<file path="config.mk">
export PLATFORM = sky130hd
export DESIGN_NAME = uart_tx_feeder
export DESIGN_NICKNAME = d
export VERILOG_FILES = /design/src/rtl/uart_tx_feeder_pkg.sv /design/src/rtl/uart_tx_fifo_mem.sv /design/src/rtl/uart_tx_feeder.sv
export SDC_FILE = /design/constraint.sdc
export NUM_CORES = 1
export LEC_CHECK = 0
export ABC_AREA = 1
export BUFFER_PORTS_ARGS = -buffer_cell sky130_fd_sc_hd__buf_4
export CAP_MARGIN = 10
export CORE_MARGIN = 10
export CORE_UTILIZATION = 60
export CTS_BUF_LIST = sky130_fd_sc_hd__clkbuf_4
export CTS_CLUSTER_DIAMETER = 200
export DETAILED_ROUTE_END_ITERATION = 10
export PLACE_DENSITY_LB_ADDON = 0.2
export SYNTH_ARGS = -nofsm -noshare
export SYNTH_HDL_FRONTEND = slang
export SYNTH_HIERARCHICAL = 1
export SYNTH_SLANG_ARGS = --single-unit
</file>
<file path="constraint.sdc">
create_clock -name clk -period 6.3 [get_ports clk]
set_input_delay 0.63 -clock clk [delete_from_list [all_inputs] [get_ports clk]]
set_output_delay 0.63 -clock clk [all_outputs]
set_load 0.03 [all_outputs]
</file>
<file path="src/rtl/uart_tx_feeder_pkg.sv">
// uart_tx_feeder_pkg: shared constants for the UART TX byte feeder.
// Holds the default FIFO depth, FSM state bit indices and one-hot state type.
package uart_tx_feeder_pkg;

  localparam int FIFO_DEPTH_DEFAULT = 16;

  // Bit positions of the one-hot FSM state vector
  localparam int S_IDLE      = 0;
  localparam int S_LAUNCH    = 1;
  localparam int S_WAIT_BUSY = 2;
  localparam int S_WAIT_DONE = 3;

  typedef enum logic [3:0] {
    ST_IDLE      = 4'b0001,
    ST_LAUNCH    = 4'b0010,
    ST_WAIT_BUSY = 4'b0100,
    ST_WAIT_DONE = 4'b1000
  } state_t;

endpackage

</file>
<file path="src/rtl/uart_tx_fifo_mem.sv">
// uart_tx_fifo_mem: synchronous byte FIFO with wrapping pointers and
// registered level/full/empty.
// Ports: clk, reset (async, active-high), clr (sync clear), push, pop,
// wr_data, rd_data (head byte, combinational), level, full, empty.
// Pushes while full and pops while empty are ignored.
module uart_tx_fifo_mem
  import uart_tx_feeder_pkg::*;
#(
  parameter int DEPTH = FIFO_DEPTH_DEFAULT,
  parameter int LW    = $clog2(DEPTH) + 1
) (
  input  logic          clk,
  input  logic          reset,
  input  logic          clr,
  input  logic          push,
  input  logic          pop,
  input  logic [7:0]    wr_data,
  output logic [7:0]    rd_data,
  output logic [LW-1:0] level,
  output logic          full,
  output logic          empty
);

  localparam int PW = $clog2(DEPTH);

  logic [7:0]    mem [DEPTH];
  logic [PW-1:0] wr_ptr;
  logic [PW-1:0] rd_ptr;
  logic          do_push;
  logic          do_pop;
  logic [LW-1:0] lvl_nxt;

  // full/empty are the pre-edge values, so a write while full is
  // dropped even when a pop happens in the same cycle
  assign do_push = push && !full;
  assign do_pop  = pop && !empty;
  assign rd_data = mem[rd_ptr];

  always_comb begin
    lvl_nxt = level;
    unique case ({do_push, do_pop})
      2'b10:   lvl_nxt = level + 1'b1;
      2'b01:   lvl_nxt = level - 1'b1;
      default: lvl_nxt = level;
    endcase
  end

  // Storage is not reset; the pointers define what is valid
  always_ff @(posedge clk) begin
    if (do_push) begin
      mem[wr_ptr] <= wr_data;
    end
  end

  // Pointers wrap naturally because DEPTH is a power of two
  always_ff @(posedge clk or posedge reset) begin
    if (reset) begin
      wr_ptr <= '0;
      rd_ptr <= '0;
      level  <= '0;
      full   <= 1'b0;
      empty  <= 1'b1;
    end else if (clr) begin
      wr_ptr <= '0;
      rd_ptr <= '0;
      level  <= '0;
      full   <= 1'b0;
      empty  <= 1'b1;
    end else begin
      if (do_push) begin
        wr_ptr <= wr_ptr + 1'b1;
      end
      if (do_pop) begin
        rd_ptr <= rd_ptr + 1'b1;
      end
      level <= lvl_nxt;
      full  <= (lvl_nxt == LW'(DEPTH));
      empty <= (lvl_nxt == '0);
    end
  end

endmodule

</file>
<file path="src/rtl/uart_tx_feeder.sv">
// uart_tx_feeder: byte FIFO plus launch FSM feeding the UART TX engine.
// Ports: clk, reset (async), sync_reset, wr_en/wr_data, clr_overflow,
// full/empty/level/overflow status, start_TX/SBUF_out to the TX engine,
// tx_active from it, tx_done completion pulse.
// Macro UART_TX_FEEDER_WATERMARK_EN adds watermark input and wm_irq output.
module uart_tx_feeder
  import uart_tx_feeder_pkg::*;
#(
  parameter int FIFO_DEPTH = FIFO_DEPTH_DEFAULT,
  parameter int LEVEL_BITS = $clog2(FIFO_DEPTH) + 1
) (
  input  logic                  clk,
  input  logic                  reset,
  input  logic                  sync_reset,
  input  logic                  wr_en,
  input  logic [7:0]            wr_data,
  input  logic                  clr_overflow,
  output logic                  full,
  output logic                  empty,
  output logic [LEVEL_BITS-1:0] level,
  output logic                  overflow,
  output logic                  start_TX,
  output logic [7:0]            SBUF_out,
  input  logic                  tx_active,
  output logic                  tx_done
`ifdef UART_TX_FEEDER_WATERMARK_EN
  ,
  input  logic [LEVEL_BITS-1:0] watermark,
  output logic                  wm_irq
`endif
);

  state_t     state;
  logic       pop;
  logic [7:0] head;

  // Pop only when the engine is idle and we are ready to launch
  assign pop = state[S_IDLE] && !empty && !tx_active && !sync_reset;

  uart_tx_fifo_mem #(
    .DEPTH (FIFO_DEPTH),
    .LW    (LEVEL_BITS)
  ) u_fifo (
    .clk     (clk),
    .reset   (reset),
    .clr     (sync_reset),
    .push    (wr_en),
    .pop     (pop),
    .wr_data (wr_data),
    .rd_data (head),
    .level   (level),
    .full    (full),
    .empty   (empty)
  );

  // start_TX is set at the pop edge so it is high exactly while the
  // FSM sits in S_LAUNCH
  always_ff @(posedge clk or posedge reset) begin
    if (reset) begin
      state    <= ST_IDLE;
      start_TX <= 1'b0;
      tx_done  <= 1'b0;
      SBUF_out <= 8'h00;
    end else if (sync_reset) begin
      state    <= ST_IDLE;
      start_TX <= 1'b0;
      tx_done  <= 1'b0;
      SBUF_out <= 8'h00;
    end else begin
      start_TX <= 1'b0;
      tx_done  <= 1'b0;
      unique case (1'b1)
        state[S_IDLE]: begin
          if (pop) begin
            SBUF_out <= head;
            start_TX <= 1'b1;
            state    <= ST_LAUNCH;
          end
        end
        state[S_LAUNCH]: begin
          state <= ST_WAIT_BUSY;
        end
        state[S_WAIT_BUSY]: begin
          if (tx_active) begin
            state <= ST_WAIT_DONE;
          end
        end
        state[S_WAIT_DONE]: begin
          if (!tx_active) begin
            tx_done <= 1'b1;
            state   <= ST_IDLE;
          end
        end
        default: begin
          state <= ST_IDLE;
        end
      endcase
    end
  end

  // Sticky overflow; a new drop wins over a clear in the same cycle
  always_ff @(posedge clk or posedge reset) begin
    if (reset) begin
      overflow <= 1'b0;
    end else if (sync_reset) begin
      overflow <= 1'b0;
    end else if (wr_en && full) begin
      overflow <= 1'b1;
    end else if (clr_overflow) begin
      overflow <= 1'b0;
    end
  end

`ifdef UART_TX_FEEDER_WATERMARK_EN
  logic                  armed;
  logic                  acc_push;
  logic [LEVEL_BITS-1:0] lvl_nxt;

  assign acc_push = wr_en && !full;

  // Mirror the FIFO's next level so wm_irq lines up with level
  always_comb begin
    lvl_nxt = level;
    if (acc_push && !pop) begin
      lvl_nxt = level + 1'b1;
    end else if (!acc_push && pop) begin
      lvl_nxt = level - 1'b1;
    end
  end

  // armed keeps the freshly reset empty FIFO from raising the irq
  always_ff @(posedge clk or posedge reset) begin
    if (reset) begin
      armed  <= 1'b0;
      wm_irq <= 1'b0;
    end else if (sync_reset) begin
      armed  <= 1'b0;
      wm_irq <= 1'b0;
    end else begin
      armed  <= armed || acc_push;
      wm_irq <= (lvl_nxt <= watermark) && (armed || acc_push);
    end
  end
`endif

endmodule

</file>
Word level (Yosys, flattened, before mapping)
Memory sizes are Yosys's and may differ from the RTL's.
Index checks and enable logic that the tools add are counted.
Storage, ports and cells
  flip-flop bits (word level): 30
  latch bits: 0
  bits in writable memories: 128
  bits in read-only memories: 0
  word-level logic and storage cells: 62
  memories kept: 1
Cells by class
  $add $sub $neg: 4
  multiply operators: 0
  divide/modulo/power cells: 0
  magnitude comparators: 0
  equal/unequal tests: 3
  shift operators: 0
  multiplexer cells: 27
  bitwise logic cells: 0
  reduce and logical (&&, ||, !) cells: 17
Memory list
  u_fifo.mem: words 16, bits a word 8, rd ports 1, clocked after Yosys merged registers in 0, write ports 1, RTL line uart_tx_fifo_mem.sv:26  | logic [7:0] mem [DEPTH];
Operators by type and width (count)
  $mux 4: 7
  $mux 8: 3
  $pmux 4 s4: 1
  $mux 1: 13
  $pmux 5 s2: 1
  $add 4x1->4 const B: 2
  $reduce_bool 2->1: 4
  $logic_and 1x1->1: 6
  $add 5x1->5 const B: 1
  $eq 5x5->1 const B: 1
  $logic_not 5->1: 1
  $mux 5: 1
  $sub 5x1->5 const B: 1
  $logic_not 1->1: 4
  $reduce_bool 3->1: 1
  $eq 2x1->1 const B: 1
  $eq 2x2->1 const B: 1
  $mux 2: 1
  $reduce_and 2->1: 1

Depth between registers and ports, before layout
  depth in word-level cells: 9
  mapped depth: 22
  gate-level depth less buffers: 22

By module
Netlist, hierarchy kept.
Modules (own cells, without submodules)
  uart_tx_fifo_mem: instances 1, cells each 486, area an instance 6139.6 um2, sequential area each 4220.3 um2
  uart_tx_feeder: instances 1, cells each 71, area an instance 654.4 um2, sequential area each 376.6 um2

Worst setup path before layout
OpenSTA, ideal clock, no wires.
  path kind: input to register
  start point: input port tx_active
  end point: register u_fifo.full
  setup time: 0.069 ns
  arrival time: 2.183 ns
  required time: 6.231 ns
  slack: 4.048 ns
  cell stages on the path: 20
  path through: nor2_4 -> nand3_4 -> inv_1 -> inv_2 -> nor2_8 -> nand2_4 -> nand2_1 -> nand2_1 -> inv_2 -> ha_1 -> inv_1 -> nand2_1 -> nand3_2 -> inv_1 -> nand2_1 -> nand3_1 -> nand2_1 -> nand2_1 -> nand3_2 -> nor2_2
Between the ends
  longest elaborated chain between the ends: 8
Ends and longest elaborated chain
  from (decl): RTL line uart_tx_feeder.sv:24  | input logic tx_active,
  $logic_not 1->1 (*)
  $logic_and 1x1->1 (*) (2 in series): RTL line uart_tx_feeder.sv:38  | assign pop = state[S_IDLE] && !empty && !tx_active && !sync_reset;
  net pop: RTL line uart_tx_feeder.sv:34  | logic pop;
  $logic_and 1x1->1 (*): RTL line uart_tx_fifo_mem.sv:36  | assign do_pop = pop && !empty;
  $eq 2x1->1 or $eq 2x2->1 (tied branches): RTL line uart_tx_fifo_mem.sv:41  | unique case ({do_push, do_pop})
  $pmux 5 s2 (*): RTL line uart_tx_fifo_mem.sv:41
  $eq 5x5->1 (*): RTL line uart_tx_fifo_mem.sv:77  | full <= (lvl_nxt == LW'(DEPTH));
  $mux 1 (*): RTL line uart_tx_fifo_mem.sv:63  | end else if (clr) begin
  to (signal assigned): RTL line uart_tx_fifo_mem.sv:77
  to (decl): RTL line uart_tx_fifo_mem.sv:20  | output logic full,
The timed path passes the listed nets; every way through them passes the cells marked *.
A chain may end at the register's enable or synchronous reset.

Worst setup path after layout
  start point: register state[0]
  end point: register u_fifo.full
Between the ends
  longest elaborated chain between the ends: 8
Ends and longest elaborated chain
  from (decl): RTL line uart_tx_feeder.sv:33  | state_t state;
  from (signal assigned): RTL line uart_tx_feeder.sv:60  | state <= ST_IDLE;
  from (signal assigned): RTL line uart_tx_feeder.sv:65  | state <= ST_IDLE;
  from (signal assigned): RTL line uart_tx_feeder.sv:77  | state <= ST_LAUNCH;
  $logic_and 1x1->1 (*) (3 in series): RTL line uart_tx_feeder.sv:38
  net pop: RTL line uart_tx_feeder.sv:34
  $logic_and 1x1->1 (*): RTL line uart_tx_fifo_mem.sv:36
  $eq 2x1->1 or $eq 2x2->1 (tied branches): RTL line uart_tx_fifo_mem.sv:41
  $pmux 5 s2 (*): RTL line uart_tx_fifo_mem.sv:41
  $eq 5x5->1 (*): RTL line uart_tx_fifo_mem.sv:77
  $mux 1 (*): RTL line uart_tx_fifo_mem.sv:63
Marks and branches as above.

==> run summary <==
Outcome: complete, no violations
Crit path largest cell delay: 0.59 ns
CTS Buf Count: 17
Post-Synthesis Cells: 557
Synth Flop Type: edfxtp_1
Clock H-tree levels: 4
Remaining antenna violation count: 0
Max clock buf depth: 2
Crit. End Element: register
Residual DRC: 0
Minimum clock period: 2.59 ns
Latest clock arrival within the worst-skew pair: 0.54 ns
Sw frac: 0.272
Register bit total from synthesis: 158
Die Span Y: 126 microns
Post-CTS sizing: 0
Required @ worst endpoint: 6.78 ns
Fin worst setup slack: 3.71 ns
Top cell type's share of synthesized area: 0.566
Via density: 5.88
Largest family of logic cells by synthesized area: compound AO/OA/AOI/OAI gates
Setup violators final: 0
Post-synth top cells: 128 x edfxtp_1, 66 x inv_1, 59 x nand2_1, 47 x o21ai_0, 38 x a21oi_1
FP Rows: 38
Number of synthesized flops with an enable pin: 128
Power density cells: 266 nW/um^2
Average size of a mapped cell: 12.2 sq um
Arrival @ worst endpoint: 3.07 ns
Hold-fix buffers at CTS: 0
Final net count: 606
1st-pass router iterations: 5
Setup TNS: 0 ns
CTS root buf: clkbuf_4
Slew headroom: 0.203
Critical path class: register to register
Final WL: 14100 microns
Initial antenna violation count: 0
Logic pwr share: 0.106
Tcrit/Tclk final: 0.411
Top cells by area, synth: edfxtp_1 57%, dfrtp_1 10%, mux2i_1 4.7%
Routed wire per std cell: 19.2 microns
P_leak: 2.78 nW
Detailed placer's ending HPWL: 9240 microns
Reg power frac: 0.599
Largest delay contributor family on the critical path: simple AND/OR/NAND/NOR gates
CP Launch Type: register
Share of the yosys chip area belonging to registers: 0.677
Starting DRC count in detailed routing: 490
Initial Utilization: 0.619
Gr usage total: 0.180
Synth Cell Area: 6790 sq um
Most common cell in the synthesized netlist: edfxtp_1
N_diodes: 0
Io pins: 32
First-pass GRT wire length: 22500 microns
Post-synthesis xor/xnor area fraction: 0.00258
Fmax: 0.387 GHz
Unique masters post-synth: 31
Vias: 4339
Max-Cap Viols: 0
NetSw: 0.534 mW
Worst hold path class: input port to asynchronous set/reset pin
Mux share of post-synthesis cell area: 0.0471
Clk_skew: 0.0151 ns
Largest net degree at the start of global routing: 64
Int Pwr: 1.43 mW
Synthesized Nets: 578
Actual slew at the worst max-slew pin: 1.19 ns
Clock power frac: 0.295
Most frequent cell on the critical path: nand2_1
Yosys top cell by area: edfxtp_1
Max Slew Vio Count: 0
DIE AREA: 16000 sq um
Critical Path Fanout Max: 9
FFs w/ async S/R, synth: 0.190
Worst vdd ir: 0.180 mV
Setup Fix Bufs, Post-CTS: 0
Die width: 126 microns
Min Hold Slack: 0.125 ns
Synth warnings: 6
Compound-cell area share of the yosys netlist: 0.103
Vias in the first global route: 4168
Core area: 11000 sq um
Pre-CTS setup slack: 3.52 ns
Layout cell share with drive strength beyond 1: 0.152
Area Overhead vs Synth: 8.45%
Unrepaired setup endpoints after global routing: no
Worst-path cell chain: inv_2, nor2_4, nand3_4, inv_1, inv_2, nor2_8, nand2_4, nand2_1, nand2_1, inv_2, ha_1, inv_1, nand2_1, nand3_2, nand3_1, o21ai_0, nor2_2, nand2_1, nor2_2
Worst-path clk slew: 0.14 ns
Port Buffer Count: 31
GRT overflow: 0
Synth Area in Simple Gates: 0.0985
CTS sink count: 158
Final hold vios: 0
CTS tree: built
Post-synthesis adder-cell area fraction: 0.0129
WP buf/inv: 5
CP max stage cell: dfstp_2
Placer Congestion: 0.816
## power by group through the flow
stage	Sequential, mW	Clock (mW)	Combinational (mW)
final	1.18	0.579	0.208
after global routing	1.18	0.638	0.228
after CTS	1.18	0.592	0.207
after detailed placement	1.20	0	0.206
after global placement	1.20	0	0.199
after floorplan	1.21	0	0.117
## path summary, 6_finish.rpt
| kind | start | to | slack (ns) | depth (start not counted) |
|---|---|---|---|---|
| setup / recovery | state[0] | u_fifo/full | 3.71 | 19 |
| hold / removal | reset | state[1] | 0.13 | 2 |
| setup reg to reg | state[0] | u_fifo/full | 3.71 | 19 |
| hold reg to reg | state[0] | state[0] | 0.50 | 2 |
| max in group asynchronous | reset | u_fifo/rd_ptr[0] | 5.70 | 2 |
| min in group clk | clr_overflow | overflow | 0.31 | 4 |
## cells in the final DEF (no fill, tap or decap), drive strengths merged
| cell | n |
|---|---|
| a21oi | 38 |
| bufinv | 1 |
| nand4 | 8 |
| nor2 | 36 |
| clkbuf | 17 |
| xor2 | 2 |
| or2 | 1 |
| ha | 7 |
| o211ai | 32 |
| clkinvlp | 3 |
| dfrtp | 28 |
| mux2i | 32 |
| nor3 | 2 |
| clkinv | 3 |
| nand3 | 27 |
| buf | 33 |
| nand2 | 65 |
| o21ai | 51 |
| dfstp | 2 |
| inv | 80 |
| edfxtp | 128 |
| a211oi | 2 |
## registers in the layout, indices dropped and copies added (netlist names)
| signal | count |
|---|---|
| u_fifo/empty | 1 |
| u_fifo/level | 5 |
| state | 4 |
| start_TX | 1 |
| overflow | 1 |
| u_fifo/mem | 128 |
| u_fifo/wr_ptr | 4 |
| SBUF_out | 8 |
| tx_done | 1 |
| u_fifo/rd_ptr | 4 |
| u_fifo/full | 1 |
## kinds of logic (layout without fill, tap and decap cells)
| logic type | after synthesis | in the layout |
|---|---|---|
| flip-flops | 158 | 158 |
| adder cells (fa/ha/maj) | 7 | 7 |
| AO/OA/AOI/OAI | 123 | 123 |
| AND/OR/NAND/NOR | 139 | 139 |
| XOR/XNOR | 2 | 2 |
| buffers and inverters | 96 | 137 |
| multiplexers | 32 | 32 |
## final cells by class
cell class / count / area, sq um
flip-flops and latches: 158 / 4600
fillers: 794 / 3610
multi-input cells: 303 / 1800
inverters: 72 / 270
repair buffers: 33 / 248
well taps: 140 / 175
clock inverters: 15 / 151
clock buffers: 17 / 128
## per-layer routing
layer | wire length, microns | GRT usage | vias up
met4 | 223 | 0.0643 | 0
met1 | 6080 | 0.240 | 2119
li1 | - | - | 2035
met3 | 913 | 0.0450 | 21
met5 | 0 | 0 | -
met2 | 6930 | 0.279 | 164
## worst reg2reg max path, stage by stage, from the launching register on
cell and delay, ns:
dfstp_2 0.59, inv_2 0.06, nor2_4 0.22, nand3_4 0.11
inv_1 0.08, inv_2 0.06, nor2_8 0.16, nand2_4 0.11
nand2_1 0.10, nand2_1 0.09, inv_2 0.07, ha_1 0.13
inv_1 0.03, nand2_1 0.09, nand3_2 0.10, nand3_1 0.09
o21ai_0 0.14, nor2_2 0.12, nand2_1 0.07, nor2_2 0.09
## metrics by stage
stage	util	power [mW]	instance area, sq um	instances
floorplan	-	1.33	6790	557
global placement	0.645	1.40	7090	706
detailed placement	0.645	1.41	7090	706
CTS	0.671	1.97	7370	738
global route	0.671	2.05	7370	738
finish	0.671	1.96	7370	738
Note: power is estimated with default switching activity, not from simulation.
